### src/rtl/prefetch_line_buffer_pkg.sv
// rtl/prefetch_line_buffer_pkg.sv - default widths, line/entry types and tag helper for the prefetch line buffer
package prefetch_pkg;

    localparam int PFB_ADDR_WIDTH  = 32;
    localparam int PFB_LINE_WIDTH  = 256;
    localparam int PFB_OFFSET_BITS = 5;
    localparam int PFB_DEPTH       = 4;
    localparam int PFB_TAG_WIDTH   = PFB_ADDR_WIDTH - PFB_OFFSET_BITS;

    typedef logic [PFB_LINE_WIDTH-1:0] line_t;
    typedef logic [PFB_TAG_WIDTH-1:0]  tag_t;

    typedef struct packed {
        logic  valid;
        tag_t  tag;
        line_t data;
    } pfb_entry_t;

    function automatic tag_t line_tag(input logic [PFB_ADDR_WIDTH-1:0] addr);
        return addr[PFB_ADDR_WIDTH-1:PFB_OFFSET_BITS];
    endfunction

endpackage

### src/rtl/prefetch_line_buffer_if.sv
// rtl/prefetch_line_buffer_if.sv - fill/lookup/invalidate/response bundle; PREFETCH_LINE_BUFFER_STATS_EN adds counters
interface prefetch_line_buffer_if
    import prefetch_pkg::*;
#(
    parameter int ADDR_WIDTH = PFB_ADDR_WIDTH,
    parameter int LINE_WIDTH = PFB_LINE_WIDTH,
    parameter int DEPTH      = PFB_DEPTH
);
    logic                      fill_valid;
    logic [ADDR_WIDTH-1:0]     fill_addr;
    logic [LINE_WIDTH-1:0]     fill_data;
    logic                      lookup_valid;
    logic [ADDR_WIDTH-1:0]     lookup_addr;
    logic                      lookup_consume;
    logic                      inv_valid;
    logic [ADDR_WIDTH-1:0]     inv_addr;
    logic                      resp_valid;
    logic                      resp_hit;
    logic [LINE_WIDTH-1:0]     resp_data;
    logic [$clog2(DEPTH):0]    count;
    logic                      full;
`ifdef PREFETCH_LINE_BUFFER_STATS_EN
    logic [31:0]               stat_hits;
    logic [31:0]               stat_misses;
    logic [31:0]               stat_evictions;
`endif

    modport master (
        output fill_valid, fill_addr, fill_data,
        output lookup_valid, lookup_addr, lookup_consume,
        output inv_valid, inv_addr,
`ifdef PREFETCH_LINE_BUFFER_STATS_EN
        input  stat_hits, stat_misses, stat_evictions,
`endif
        input  resp_valid, resp_hit, resp_data, count, full
    );

    modport slave (
        input  fill_valid, fill_addr, fill_data,
        input  lookup_valid, lookup_addr, lookup_consume,
        input  inv_valid, inv_addr,
`ifdef PREFETCH_LINE_BUFFER_STATS_EN
        output stat_hits, stat_misses, stat_evictions,
`endif
        output resp_valid, resp_hit, resp_data, count, full
    );

endinterface

### src/rtl/prefetch_line_buffer_entry.sv
// rtl/prefetch_line_buffer_entry.sv - pfb_entry: one tagged line register with set/clear and lookup match
module pfb_entry
    import prefetch_pkg::*;
#(
    parameter int TAG_W  = PFB_TAG_WIDTH,
    parameter int LINE_W = PFB_LINE_WIDTH
) (
    input  logic              clk,
    input  logic              rst,
    input  logic              set,
    input  logic              clr,
    input  logic [TAG_W-1:0]  set_tag,
    input  logic [LINE_W-1:0] set_data,
    input  logic [TAG_W-1:0]  cmp_tag,
    output logic              valid,
    output logic [TAG_W-1:0]  tag,
    output logic [LINE_W-1:0] data,
    output logic              match
);

    // set beats clr so a same-edge fill survives a consume of the old copy
    always_ff @(posedge clk or posedge rst) begin
        if (rst) begin
            valid <= 1'b0;
            tag   <= '0;
            data  <= '0;
        end else if (set) begin
            valid <= 1'b1;
            tag   <= set_tag;
            data  <= set_data;
        end else if (clr) begin
            valid <= 1'b0;
        end
    end

    assign match = valid && (tag == cmp_tag);

endmodule

### src/rtl/prefetch_line_buffer.sv
// rtl/prefetch_line_buffer.sv - multi-entry prefetch line buffer; PREFETCH_LINE_BUFFER_STATS_EN adds hit/miss/eviction counters
module prefetch_line_buffer
    import prefetch_pkg::*;
#(
    parameter int ADDR_WIDTH  = PFB_ADDR_WIDTH,
    parameter int LINE_WIDTH  = PFB_LINE_WIDTH,
    parameter int OFFSET_BITS = PFB_OFFSET_BITS,
    parameter int DEPTH       = PFB_DEPTH
) (
    input  logic                   clk,
    input  logic                   rst,
    prefetch_line_buffer_if.slave  bus
);

    localparam int TAG_W = ADDR_WIDTH - OFFSET_BITS;
    localparam int IW    = $clog2(DEPTH);
    localparam int CW    = IW + 1;

    logic [TAG_W-1:0]      fill_tag, lk_tag, inv_tag;
    logic [DEPTH-1:0]      ent_valid, ent_set, ent_clr, lk_hit, fill_same, inv_hit, next_valid;
    logic [TAG_W-1:0]      ent_tag  [DEPTH];
    logic [LINE_WIDTH-1:0] ent_data [DEPTH];
    logic [LINE_WIDTH-1:0] hit_data;
    logic [IW-1:0]         victim, free_idx, same_idx, place_idx;
    logic [CW-1:0]         next_count;
    logic                  do_fill, evict;
    logic                  unused_offsets;

    assign fill_tag = bus.fill_addr[ADDR_WIDTH-1:OFFSET_BITS];
    assign lk_tag   = bus.lookup_addr[ADDR_WIDTH-1:OFFSET_BITS];
    assign inv_tag  = bus.inv_addr[ADDR_WIDTH-1:OFFSET_BITS];
    assign unused_offsets = ^{bus.fill_addr[OFFSET_BITS-1:0], bus.lookup_addr[OFFSET_BITS-1:0],
                              bus.inv_addr[OFFSET_BITS-1:0]};

    for (genvar g = 0; g < DEPTH; g++) begin : g_entry
        pfb_entry #(.TAG_W(TAG_W), .LINE_W(LINE_WIDTH)) u_entry (
            .clk      (clk),
            .rst      (rst),
            .set      (ent_set[g]),
            .clr      (ent_clr[g]),
            .set_tag  (fill_tag),
            .set_data (bus.fill_data),
            .cmp_tag  (lk_tag),
            .valid    (ent_valid[g]),
            .tag      (ent_tag[g]),
            .data     (ent_data[g]),
            .match    (lk_hit[g])
        );
    end

    always_comb begin
        fill_same = '0;
        inv_hit   = '0;
        hit_data  = '0;
        free_idx  = '0;
        same_idx  = '0;
        for (int i = 0; i < DEPTH; i++) begin
            fill_same[i] = ent_valid[i] && (ent_tag[i] == fill_tag);
            inv_hit[i]   = bus.inv_valid && ent_valid[i] && (ent_tag[i] == inv_tag);
            hit_data     = hit_data | (ent_data[i] & {LINE_WIDTH{lk_hit[i]}});
            if (fill_same[i]) same_idx = IW'(i);
        end
        for (int i = DEPTH - 1; i >= 0; i--) begin
            if (!ent_valid[i]) free_idx = IW'(i);
        end
    end

    // A store to the line being filled makes the fill data stale, so it is dropped
    assign do_fill   = bus.fill_valid && !(bus.inv_valid && (inv_tag == fill_tag));
    assign evict     = do_fill && (fill_same == '0) && (&ent_valid);
    assign place_idx = (fill_same != '0) ? same_idx : ((&ent_valid) ? victim : free_idx);

    always_comb begin
        ent_set    = '0;
        ent_clr    = '0;
        next_count = '0;
        for (int i = 0; i < DEPTH; i++) begin
            ent_set[i] = do_fill && (place_idx == IW'(i));
            ent_clr[i] = inv_hit[i] || (bus.lookup_valid && bus.lookup_consume && lk_hit[i]);
        end
        next_valid = ent_set | (ent_valid & ~ent_clr);
        for (int i = 0; i < DEPTH; i++) begin
            next_count = next_count + CW'(next_valid[i]);
        end
    end

    always_ff @(posedge clk or posedge rst) begin
        if (rst) begin
            victim         <= '0;
            bus.resp_valid <= 1'b0;
            bus.resp_hit   <= 1'b0;
            bus.resp_data  <= '0;
            bus.count      <= '0;
            bus.full       <= 1'b0;
        end else begin
            bus.resp_valid <= bus.lookup_valid;
            if (bus.lookup_valid) begin
                bus.resp_hit  <= |lk_hit;
                bus.resp_data <= hit_data;
            end
            if (evict) victim <= victim + IW'(1);
            bus.count <= next_count;
            bus.full  <= (next_count == CW'(DEPTH));
        end
    end

`ifdef PREFETCH_LINE_BUFFER_STATS_EN
    always_ff @(posedge clk or posedge rst) begin
        if (rst) begin
            bus.stat_hits      <= '0;
            bus.stat_misses    <= '0;
            bus.stat_evictions <= '0;
        end else begin
            if (bus.lookup_valid && (|lk_hit) && (bus.stat_hits != '1))
                bus.stat_hits <= bus.stat_hits + 32'd1;
            if (bus.lookup_valid && !(|lk_hit) && (bus.stat_misses != '1))
                bus.stat_misses <= bus.stat_misses + 32'd1;
            if (evict && (bus.stat_evictions != '1))
                bus.stat_evictions <= bus.stat_evictions + 32'd1;
        end
    end
`endif

endmodule
### src/flat_wrapper.sv
// flat-port wrapper written by rule: the top's interface ports become plain ports
module prefetch_line_buffer_flat import prefetch_pkg::*;
#(
    parameter int ADDR_WIDTH  = PFB_ADDR_WIDTH,
    parameter int LINE_WIDTH  = PFB_LINE_WIDTH,
    parameter int OFFSET_BITS = PFB_OFFSET_BITS,
    parameter int DEPTH       = PFB_DEPTH
)
  (clk, rst, bus_fill_valid, bus_fill_addr, bus_fill_data, bus_lookup_valid, bus_lookup_addr, bus_lookup_consume, bus_inv_valid, bus_inv_addr, bus_resp_valid, bus_resp_hit, bus_resp_data, bus_count, bus_full);
  prefetch_line_buffer_if #(.ADDR_WIDTH(ADDR_WIDTH), .LINE_WIDTH(LINE_WIDTH), .DEPTH(DEPTH)) bus_i ();
  input  logic clk;
  input  logic rst;
  input wire logic [$bits(bus_i.fill_valid)-1:0] bus_fill_valid;
  input wire logic [$bits(bus_i.fill_addr)-1:0] bus_fill_addr;
  input wire logic [$bits(bus_i.fill_data)-1:0] bus_fill_data;
  input wire logic [$bits(bus_i.lookup_valid)-1:0] bus_lookup_valid;
  input wire logic [$bits(bus_i.lookup_addr)-1:0] bus_lookup_addr;
  input wire logic [$bits(bus_i.lookup_consume)-1:0] bus_lookup_consume;
  input wire logic [$bits(bus_i.inv_valid)-1:0] bus_inv_valid;
  input wire logic [$bits(bus_i.inv_addr)-1:0] bus_inv_addr;
  output wire logic [$bits(bus_i.resp_valid)-1:0] bus_resp_valid;
  output wire logic [$bits(bus_i.resp_hit)-1:0] bus_resp_hit;
  output wire logic [$bits(bus_i.resp_data)-1:0] bus_resp_data;
  output wire logic [$bits(bus_i.count)-1:0] bus_count;
  output wire logic [$bits(bus_i.full)-1:0] bus_full;
  assign bus_i.fill_valid = bus_fill_valid;
  assign bus_i.fill_addr = bus_fill_addr;
  assign bus_i.fill_data = bus_fill_data;
  assign bus_i.lookup_valid = bus_lookup_valid;
  assign bus_i.lookup_addr = bus_lookup_addr;
  assign bus_i.lookup_consume = bus_lookup_consume;
  assign bus_i.inv_valid = bus_inv_valid;
  assign bus_i.inv_addr = bus_inv_addr;
  assign bus_resp_valid = bus_i.resp_valid;
  assign bus_resp_hit = bus_i.resp_hit;
  assign bus_resp_data = bus_i.resp_data;
  assign bus_count = bus_i.count;
  assign bus_full = bus_i.full;
  prefetch_line_buffer #(.ADDR_WIDTH(ADDR_WIDTH), .LINE_WIDTH(LINE_WIDTH), .OFFSET_BITS(OFFSET_BITS), .DEPTH(DEPTH)) u_core (.clk(clk), .rst(rst), .bus(bus_i));
endmodule
### config.mk
export PLATFORM = sky130hd
export DESIGN_NAME = prefetch_line_buffer_flat
export DESIGN_NICKNAME = d
export VERILOG_FILES = /design/src/rtl/prefetch_line_buffer_pkg.sv /design/src/rtl/prefetch_line_buffer_if.sv /design/src/rtl/prefetch_line_buffer_entry.sv /design/src/rtl/prefetch_line_buffer.sv /design/src/flat_wrapper.sv
export SDC_FILE = /design/constraint.sdc
export NUM_CORES = 2
export LEC_CHECK = 0
export BUFFER_PORTS_ARGS = -buffer_cell sky130_fd_sc_hd__buf_4
export CORE_MARGIN = 4
export CORE_UTILIZATION = 55
export CTS_CLUSTER_SIZE = 14
export DETAILED_ROUTE_END_ITERATION = 10
export HOLD_SLACK_MARGIN = 0.06
export PLACE_DENSITY = 0.74
export SYNTH_ARGS = -nofsm -noshare
export SYNTH_HDL_FRONTEND = slang
export SYNTH_SLANG_ARGS = --single-unit
### constraint.sdc
create_clock -name clk -period 50.7 [get_ports clk]
set_clock_uncertainty 0.15 [all_clocks]
set_input_delay 7.605 -clock clk [delete_from_list [all_inputs] [get_ports clk]]
set_output_delay 7.605 -clock clk [all_outputs]
set_load 0.02 [all_outputs]
==> impl_metrics.env <==
export IMPL_ant_nets=0
export IMPL_synth_main_ff_cell="dfrtp_1"
export IMPL_avgSynthCellArea_um2=13.61
export IMPL_postCtsHoldBufs=0
export IMPL_outcome="finished clean"
export IMPL_path_common_cell="buf_4"
export IMPL_nets=5232
export IMPL_hold_viol=0
export IMPL_setup_ws_ns=38.45
export IMPL_insertion_delay_ns=0.73
export IMPL_crit_path_end="u_core.g_entry[3].u_entry.data[161]"
export IMPL_final_cell_mix="dfrtp_1, mux2_2, buf_4"
export IMPL_htree_levels=4
export IMPL_root_buffer="clkbuf_16"
export IMPL_routed_wl_mm=158.5
export IMPL_crit_family="buffers and inverters"
export IMPL_yosysTopAreaCell="dfrtp_1"
export IMPL_cts_buffers=145
export IMPL_synth_edf_count=0
export IMPL_fin_setup_tns_ns=0
export IMPL_ys_warn_count=0
export IMPL_slowest_delay_ns=1.00
export IMPL_worst_slew_pin_slew_ns=1.214
export IMPL_crit_type="in -> reg"
export IMPL_grt_pass1_vias=39950
export IMPL_path_depth=10
export IMPL_intPower_mw=2.780
export IMPL_crit_buf_inv=3
export IMPL_cp_end_kind="flip-flop"
export IMPL_max_clock_path_buffers=3
export IMPL_cts_tree="built"
export IMPL_crit_start="bus_fill_addr[28]"
export IMPL_cp_required_ns=51.16
export IMPL_power_frac_seq=0.484
export IMPL_via_count=38910
export IMPL_drc=0
export IMPL_postCtsSetupBuffers=0
export IMPL_cts_sinks=1400
export IMPL_rsz0062_at_grt="no"
export IMPL_reg2reg_from="u_core.g_entry[3].u_entry.tag[23]"
export IMPL_rows=121
export IMPL_synth_cell_type_count=38
export IMPL_gr_total_overflow=0
export IMPL_synth_area_leaders="dfrtp_1, mux2_2, mux2_1, a22oi_1, xnor2_1"
export IMPL_dp_hpwl_mm=98.66
export IMPL_reg2regPathDepth=9
export IMPL_power_switching_share=0.2963
export IMPL_grt_pass1_wl_mm=244.9
export IMPL_worstPathMaxFanout=60
export IMPL_r2r_slack_ns=45.05
export IMPL_drtPass1Iterations=5
export IMPL_clk_pin_slew_ns=0.06
export IMPL_die_h_um=338.9
export IMPL_path_cells="buf_4 > xnor2_1 > nand4_1 > nor4_1 > nand4_1 > nor2b_1 > a211oi_4 > buf_4 > buf_4 > mux2_2"
export IMPL_maxSlewViolCount=0
export IMPL_p_switching_mw=1.171
export IMPL_cap_viol_max_count=0
export IMPL_startpoint_type="input port"
export IMPL_period_share=0.2416
export IMPL_grtUsageTotal=0.2720
export IMPL_min_path_type="reg -> reg"
export IMPL_synth_top_area_frac=0.5817
export IMPL_p_clk_frac=0.261
export IMPL_syn_nets=4787
export IMPL_port_buffers=604
export IMPL_slew_headroom=0.1909
export IMPL_r2r_end="u_core.g_entry[3].u_entry.data[161]"
export IMPL_detail_route_wl_per_cell_um=24.72
export IMPL_antenna_found_initial=23
export IMPL_final_common_cell="dfrtp_1"
export IMPL_cpMaxStageDelayCell="a211oi_4"
export IMPL_max_freq_mhz=81.65
export IMPL_yosysSeqAreaShare=0.5817
export IMPL_syn_inst=4426
export IMPL_synth_area_um2=60230
export IMPL_setup_violations_final=0
export IMPL_pwr_share_comb=0.255
export IMPL_ir_drop_uv=34.87
export IMPL_place_ws_ns=37.53
export IMPL_routabilityCongestion=0.9702
export IMPL_initial_utilization=0.5533
export IMPL_period_needed_ns=12.25
export IMPL_ios=620
export IMPL_ys_seq_elements=1400
export IMPL_layout_area_overhead_vs_synth_pct=16.08
export IMPL_drive_above_1_share=0.3366
export IMPL_dieWidth_um=338.9
export IMPL_core_area_um2=108900
export IMPL_post_cts_resized=0
export IMPL_first_iter_violations=3063
export IMPL_async_flop_share=1.000
export IMPL_leakage_nw=29.04
export IMPL_cp_arrival_ns=12.71
export IMPL_die_area_um2=114900
export IMPL_viasPerCell=6.068
export IMPL_grt_max_degree=167
export IMPL_power_density_nw_per_um2=56.51
-- flip-flops by register name, indices dropped and copies added, names as in the netlist --
| signal | cells |
|---|---|
| u_core.bus.count | 3 |
| u_core.bus.full | 1 |
| u_core.bus.resp_data | 256 |
| u_core.bus.resp_hit | 1 |
| u_core.bus.resp_valid | 1 |
| u_core.g_entry.u_entry.data | 1024 |
| u_core.g_entry.u_entry.tag | 108 |
| u_core.g_entry.u_entry.valid | 4 |
| u_core.victim | 2 |
-- worst min-delay path by stage --
stage,from,end,slack [ns],cells past startpoint
floorplan,u_core.victim[0],u_core.victim[0],0.30,1
global placement,u_core.g_entry[3].u_entry.data[226],u_core.g_entry[3].u_entry.data[226],0.32,1
detailed placement,u_core.g_entry[3].u_entry.data[227],u_core.g_entry[3].u_entry.data[227],0.32,1
CTS,u_core.g_entry[3].u_entry.data[227],u_core.g_entry[3].u_entry.data[227],0.34,1
global route,u_core.g_entry[2].u_entry.data[37],u_core.g_entry[2].u_entry.data[37],0.34,1
finish,u_core.g_entry[2].u_entry.data[112],u_core.g_entry[2].u_entry.data[112],0.34,1
-- cell type report --
| type | instances | area [um2] |
|---|---|---|
| inverter | 2 | 15.01 |
| antenna | 18 | 45.04 |
| tap | 1414 | 1769 |
| fill | 8151 | 38940 |
| multi-input combinational | 2664 | 23390 |
| sequential | 1400 | 35030 |
| clock buffer | 218 | 4295 |
| timing repair buffer | 658 | 5035 |
| clock inverter | 37 | 329.1 |
-- power groups by stage --
stage	sequential, mW	clock [mW]	combinational [mW]
global placement	1.89	0	0.976
finish	1.91	1.03	1.01
floorplan	1.87	0	0.794
CTS	1.90	1.05	1.02
detailed placement	1.92	0	1.01
global route	1.96	1.10	1.09
-- cell families after synthesis --
logic type / Yosys count / synth area share
XOR/XNOR: 353 / 0.05134
multiplexers: 1132 / 0.2117
buffers and inverters: 362 / 0.03079
adder cells (fa/ha/maj): 3 / 0.0007479
AND/OR/NAND/NOR: 387 / 0.02985
AO/OA/AOI/OAI: 789 / 0.09390
flip-flops: 1400 / 0.5817
-- cells in the mapped netlist, types with 25 or more instances --
cell type	n
dfrtp_1	1400
mux2_2	782
a22oi_1	512
mux2_1	350
xnor2_1	278
nor2_1	258
a31oi_1	256
clkbuf_1	187
buf_2	87
nand4_1	78
xor2_1	75
buf_4	53
nor4_1	26
buf_6	25
-- through the flow --
| step | instance area (um2) | cells | hold slack, ns | util | power [mW] |
|---|---|---|---|---|---|
| finish | 69910 | 6411 | 0.3350 | 0.6423 | 3.951 |
| global route | 69890 | 6404 | 0.3444 | 0.6421 | 4.153 |
| CTS | 69870 | 6393 | 0.3375 | 0.6418 | 3.970 |
| detailed placement | 65240 | 6138 | 0.3249 | 0.5994 | 2.926 |
| global placement | 65240 | 6138 | 0.3171 | 0.5994 | 2.862 |
| floorplan | 60230 | 4426 | 0.3048 | - | 2.665 |
-- routing by layer --
metal  share of wire  vias to the layer above  GRT usage
met5         0.00062                        -          0
met4           0.026                       14    0.08775
met3           0.081                      240    0.06966
met2            0.48                     1227     0.4320
met1            0.42                    20280     0.3695
li1                -                    17140          -
(Power assumes the default switching activity.)
